<file path="src/rtl/mux_scan.sv">
// mux_scan: registered N-channel, W-bit multiplexer with a time-division scan
// mode. In scan mode it steps through every channel and holds each one for a
// programmable dwell. It tags each sample with its channel and raises strobes
// so downstream logic can pick the shared stream apart again.
module mux_scan #(
  parameter int WIDTH    = 8,
  parameter int CHANNELS = 4,
  parameter int SEL_W    = 2,
  parameter int DWELL_W  = 8
) (
  input  logic                      clk,
  input  logic                      rst,
  input  logic                      enable,
  input  logic                      mode,
  input  logic [SEL_W-1:0]          sel,
  input  logic [DWELL_W-1:0]        dwell,
  input  logic [CHANNELS*WIDTH-1:0] d,
  output logic [WIDTH-1:0]          z0,
  output logic [SEL_W-1:0]          ch,
  output logic                      valid,
  output logic                      first,
  output logic                      wrap
);

  localparam logic [SEL_W-1:0] LAST_CH = SEL_W'(CHANNELS - 1);

  logic [WIDTH-1:0]   z0_q, z0_d;
  logic [SEL_W-1:0]   ch_q, ch_d;
  logic               valid_q, valid_d;
  logic               first_q, first_d;
  logic               wrap_q, wrap_d;
  logic [SEL_W-1:0]   ptr_q, ptr_d;
  logic [DWELL_W-1:0] cnt_q, cnt_d;
  logic               prevMode_q, prevMode_d;

  // Pointer and count actually used this cycle. Entering scan mode forces the
  // sweep to restart at channel 0, so those cycles read zeros here.
  logic [SEL_W-1:0]   effPtr;
  logic [DWELL_W-1:0] effCnt;

  // Next-state logic: freeze, manual select, or scan step, with strobes cleared by default.
  always_comb begin
    z0_d       = z0_q;
    ch_d       = ch_q;
    valid_d    = 1'b0;
    first_d    = 1'b0;
    wrap_d     = 1'b0;
    ptr_d      = ptr_q;
    cnt_d      = cnt_q;
    prevMode_d = prevMode_q;
    effPtr     = ptr_q;
    effCnt     = cnt_q;

    if (enable) begin
      prevMode_d = mode;
      if (!mode) begin
        ptr_d = '0;
        cnt_d = '0;
        if (32'(sel) < CHANNELS) begin
          z0_d    = d[32'(sel)*WIDTH +: WIDTH];
          ch_d    = sel;
          valid_d = 1'b1;
          first_d = 1'b1;
        end
      end else begin
        if (!prevMode_q) begin
          effPtr = '0;
          effCnt = '0;
        end
        z0_d    = d[32'(effPtr)*WIDTH +: WIDTH];
        ch_d    = effPtr;
        valid_d = 1'b1;
        first_d = (effCnt == '0);
        wrap_d  = (effCnt == '0) && (effPtr == '0);
        // Using >= lets a lowered dwell end the current channel at once.
        if (effCnt >= dwell) begin
          cnt_d = '0;
          ptr_d = (effPtr == LAST_CH) ? '0 : effPtr + 1'b1;
        end else begin
          cnt_d = effCnt + 1'b1;
        end
      end
    end
  end

  // State and output registers with synchronous reset.
  always_ff @(posedge clk) begin
    if (rst) begin
      z0_q       <= '0;
      ch_q       <= '0;
      valid_q    <= 1'b0;
      first_q    <= 1'b0;
      wrap_q     <= 1'b0;
      ptr_q      <= '0;
      cnt_q      <= '0;
      prevMode_q <= 1'b0;
    end else begin
      z0_q       <= z0_d;
      ch_q       <= ch_d;
      valid_q    <= valid_d;
      first_q    <= first_d;
      wrap_q     <= wrap_d;
      ptr_q      <= ptr_d;
      cnt_q      <= cnt_d;
      prevMode_q <= prevMode_d;
    end
  end

  assign z0    = z0_q;
  assign ch    = ch_q;
  assign valid = valid_q;
  assign first = first_q;
  assign wrap  = wrap_q;

endmodule

</file>
<file path="config.mk">
export PLATFORM = sky130hd
export DESIGN_NAME = mux_scan
export DESIGN_NICKNAME = d
export VERILOG_FILES = /design/src/rtl/mux_scan.sv
export SDC_FILE = /design/constraint.sdc
export NUM_CORES = 1
export LEC_CHECK = 0
export ABC_AREA = 1
export CAP_MARGIN = 20
export CORE_ASPECT_RATIO = 2
export CORE_MARGIN = 1.5
export CORE_UTILIZATION = 42
export CTS_BUF_LIST = sky130_fd_sc_hd__clkbuf_16
export DETAILED_ROUTE_END_ITERATION = 8
export DONT_BUFFER_PORTS = 1
export HOLD_SLACK_MARGIN = 0.12
export PLACE_DENSITY = 0.62
export RECOVER_POWER = 50
export SLEW_MARGIN = 20
export SYNTH_ARGS = -nofsm -noshare
export SYNTH_HDL_FRONTEND = slang
export SYNTH_SLANG_ARGS = --single-unit
</file>
<file path="constraint.sdc">
create_clock -name clk -period 1.7 [get_ports clk]
set_input_delay 0.34 -clock clk [delete_from_list [all_inputs] [get_ports clk]]
set_output_delay 0.34 -clock clk [all_outputs]
set_load 0.05 [all_outputs]
</file>
==> results.txt, run 1 <==
vias in the first global route: 1503
VDD IR max: 0.000509 V
drt drc: 0
R2R depth: 10
global placer's final weighted congestion: 0.900
Synth top area share: 28.7%
Lkg Pwr: 0.00107 µW
grt met2 use: 35.6%
combinational share of power: 13.0%
layout cells sized above 1: 20.9%
pwr/cell area: 747 nW/µm²
first-pass GRT wire length: 6370 µm
worst path required time: 1.89 ns
CTS H-tree depth: 1
WL final: 4140 µm
reg2reg end: cnt_q[6]
Crit Path Class: reg -> reg
FP Rows: 32
Yosys reg bits: 24
P_int: 1150 µW
syn_area_per_cell: 6.46 µm²
drt wl/cell: 12.8 µm
Synth top cells by count: nand2_1, inv_1, nor2_1, dfxtp_1, nand3_1
largest area contributor in the netlist: dfxtp_1
setup ws final: -0.00966 ns
via count: 1667
final hold viol count: 0
met3 Use GR: 2.36%
final critical-path share of the clock period: 101%
CTS tree: done
fin crit period: 1.71 ns
clock share of power: 42.7%
Async S/R FF share, synth: 0%
synthesized area: 1670 µm²
worst-case clock buffer depth: 2
die area: 4400 µm²
top post-synthesis cells by area: dfxtp_1, nand2_1, inv_1, ha_1, nor2_1
failing checks: setup timing
Vert. Die Dim: 92.3 µm
worst path arrival time: 1.90 ns
post-route ant nets: 0
Net Sw Frac: 25.6%
Reg clk slew, reported paths: 0.06 ns
Post-DP HPWL: 3010 µm
critical path capture point type: flop
library cells used by synthesis: 26
GR peak layer: met2
reg2reg start: prevMode_q
initial antenna violation count: 0
I/O Buffers: 0
GR Util met1: 19.7%
io pins: 59
final hold slack: 0.142 ns
RSZ-0062 raised after global routing: yes
Antenna diodes: 0
Iter 0 DRT Violations: 35
worst clock skew: 0.00388 ns
nets: 331
Total GRT Usage: 19.4%
synth warn: 0
Post-synth top flop: dfxtp_1
Pre-antenna DRT Iters: 4
Worst-Skew Late Latency: 0.25 ns
Worst R2R Setup Slack: -0.01 ns
fillers: 417
number of synthesized flops with an enable pin: 0
Initial Util: 43.6%
Slew Viols, Final: 0
total gr overflow: 0
CP Launch Type: flop
average vias per placed instance: 5.15
Num CTS Buffers: 3
CTS root buf: clkbuf_16
Net Count, Synth: 316
worst-margin pin slew: 0.526 ns
layout overhead on the synthesized area: 23.5%
status: finished, violations left
net switching power: 396 µW
Slew headroom: 64.9%
Worst Setup SP: prevMode_q
Max-cap violations: 0
crit path capture: cnt_q[6]
Core Area: 3840 µm²
sequential share of the synthesized area: 28.7%
HP Class: in -> reg
Setup-failing EPs final: 1
Pwr Total: 1540 µW
Worst Path Max Fanout: 8
most common cell in the synthesized netlist: nand2_1
chip width: 47.6 µm
TritonCTS Sinks: 24
power share of the sequential group: 44.3%
Gate Count Post-Synth: 259
largest net degree at the start of global routing: 30
Achievable Freq: 585 MHz
## cells in the final DEF, fill, tap and decap left out, types with 2 or more instances in the layout
master / netlist / final
a21oi_1: 14 / 11
a21oi_2: 0 / 3
buf_4: 2 / 10
buf_6: 3 / 7
clkbuf_16: 0 / 3
dfxtp_1: 24 / 23
ha_1: 11 / 8
ha_4: 0 / 2
inv_1: 43 / 40
inv_2: 2 / 2
inv_4: 0 / 3
nand2_1: 53 / 42
nand2_2: 2 / 9
nand2_4: 0 / 4
nand3_1: 18 / 18
nand4_1: 11 / 11
nor2_1: 28 / 27
nor2_2: 1 / 2
o21ai_0: 14 / 12
o21ai_1: 10 / 11
o21ai_2: 4 / 4
o21bai_1: 8 / 8
## worst min-delay path by stage
stage	depth (start not counted)	startpoint	endpoint
2_1_floorplan	1	rst	valid
3_3_place_gp	1	rst	prevMode_q
3_5_place_dp	1	rst	prevMode_q
4_1_cts	1	rst	prevMode_q
5_1_grt	1	rst	cnt_q[6]
6_report	1	rst	prevMode_q
## final cells by class
cell class,count,area (µm²),area share (%)
Clock inverter,1,30.0,1.45
Timing Repair inverter,1,7.51,0.363
Clock buffer,3,75.1,3.63
Multi-Input combinational cell,180,1050,50.8
Sequential cell,24,484,23.4
Tap cell,51,63.8,3.09
Inverter,45,176,8.54
Timing Repair Buffer,19,179,8.66
## critical path, cell delays in order, from the launching register on
cell and delay, ns:
dfxtp_4 0.40, buf_6 0.14, nand2_4 0.06, inv_4 0.06
ha_4 0.19, nand2_2 0.06, nand3b_1 0.11, nor2_2 0.18
buf_6 0.15, nand4_1 0.14, a21oi_2 0.16
## power by group through the flow
stage / Sequential [µW] / Combinational [µW] / Clock [µW]
3_3_place_gp: 700 / 149 / 0
5_1_grt: 688 / 230 / 692
4_1_cts: 686 / 155 / 677
2_1_floorplan: 692 / 152 / 0
6_report: 685 / 201 / 659
3_5_place_dp: 700 / 152 / 0
## per-stage QoR
stage          setup WS [ns]  utilization, %  cell area [µm²]  instances  TNS (ns)
2_1_floorplan        0.00213               -             1680        259         0
3_3_place_gp          0.0132            45.1             1730        309         0
3_5_place_dp         -0.0148            45.1             1730        309   -0.0411
4_1_cts              0.00476            48.1             1850        314         0
5_1_grt              -0.0827            53.8             2070        324    -0.441
6_report            -0.00966            53.8             2070        324  -0.00966
## routing by layer
metal	routed length, µm	vias up
met5	0	-
met4	99	0
met2	2340	53
li1	-	865
met3	165	6
met1	1530	743
## registers in the layout (all words and copies together) (netlist names)
| name | cells |
|---|---|
| ch | 2 |
| cnt_q | 8 |
| first | 1 |
| prevMode_q | 1 |
| ptr_q | 2 |
| valid | 1 |
| wrap | 1 |
| z0 | 8 |
## repair_timing
item	CTS	global route
resized for setup	1	43
endpoints found under the setup margin	10	18
setup buffers	1	9
gates cloned	0	1
hold buffers	0	0
pin swaps	0	13
## kinds of logic (layout without fill, tap and decap cells)
logic type               Yosys count  after routing  synth area share, %
AND/OR/NAND/NOR                  117            117                 30.6
XOR/XNOR                           1              1                0.523
flip-flops                        24             24                 28.7
AO/OA/AOI/OAI                     51             51                 17.5
adder cells (fa/ha/maj)           11             11                 8.22
buffers and inverters             55             69                 14.5
Note: power is estimated with default switching activity, not from simulation.
==> run 2, diff against run 1 <==
--- a/config.mk
+++ b/config.mk
@@ -15,7 +15,6 @@
 export DONT_BUFFER_PORTS = 1
 export HOLD_SLACK_MARGIN = 0.12
 export PLACE_DENSITY = 0.62
-export RECOVER_POWER = 50
 export SLEW_MARGIN = 20
 export SYNTH_ARGS = -nofsm -noshare
 export SYNTH_HDL_FRONTEND = slang
==> results of run 2 <==
Same layout as run 1: the final DEF is identical, and so are final timing and power.
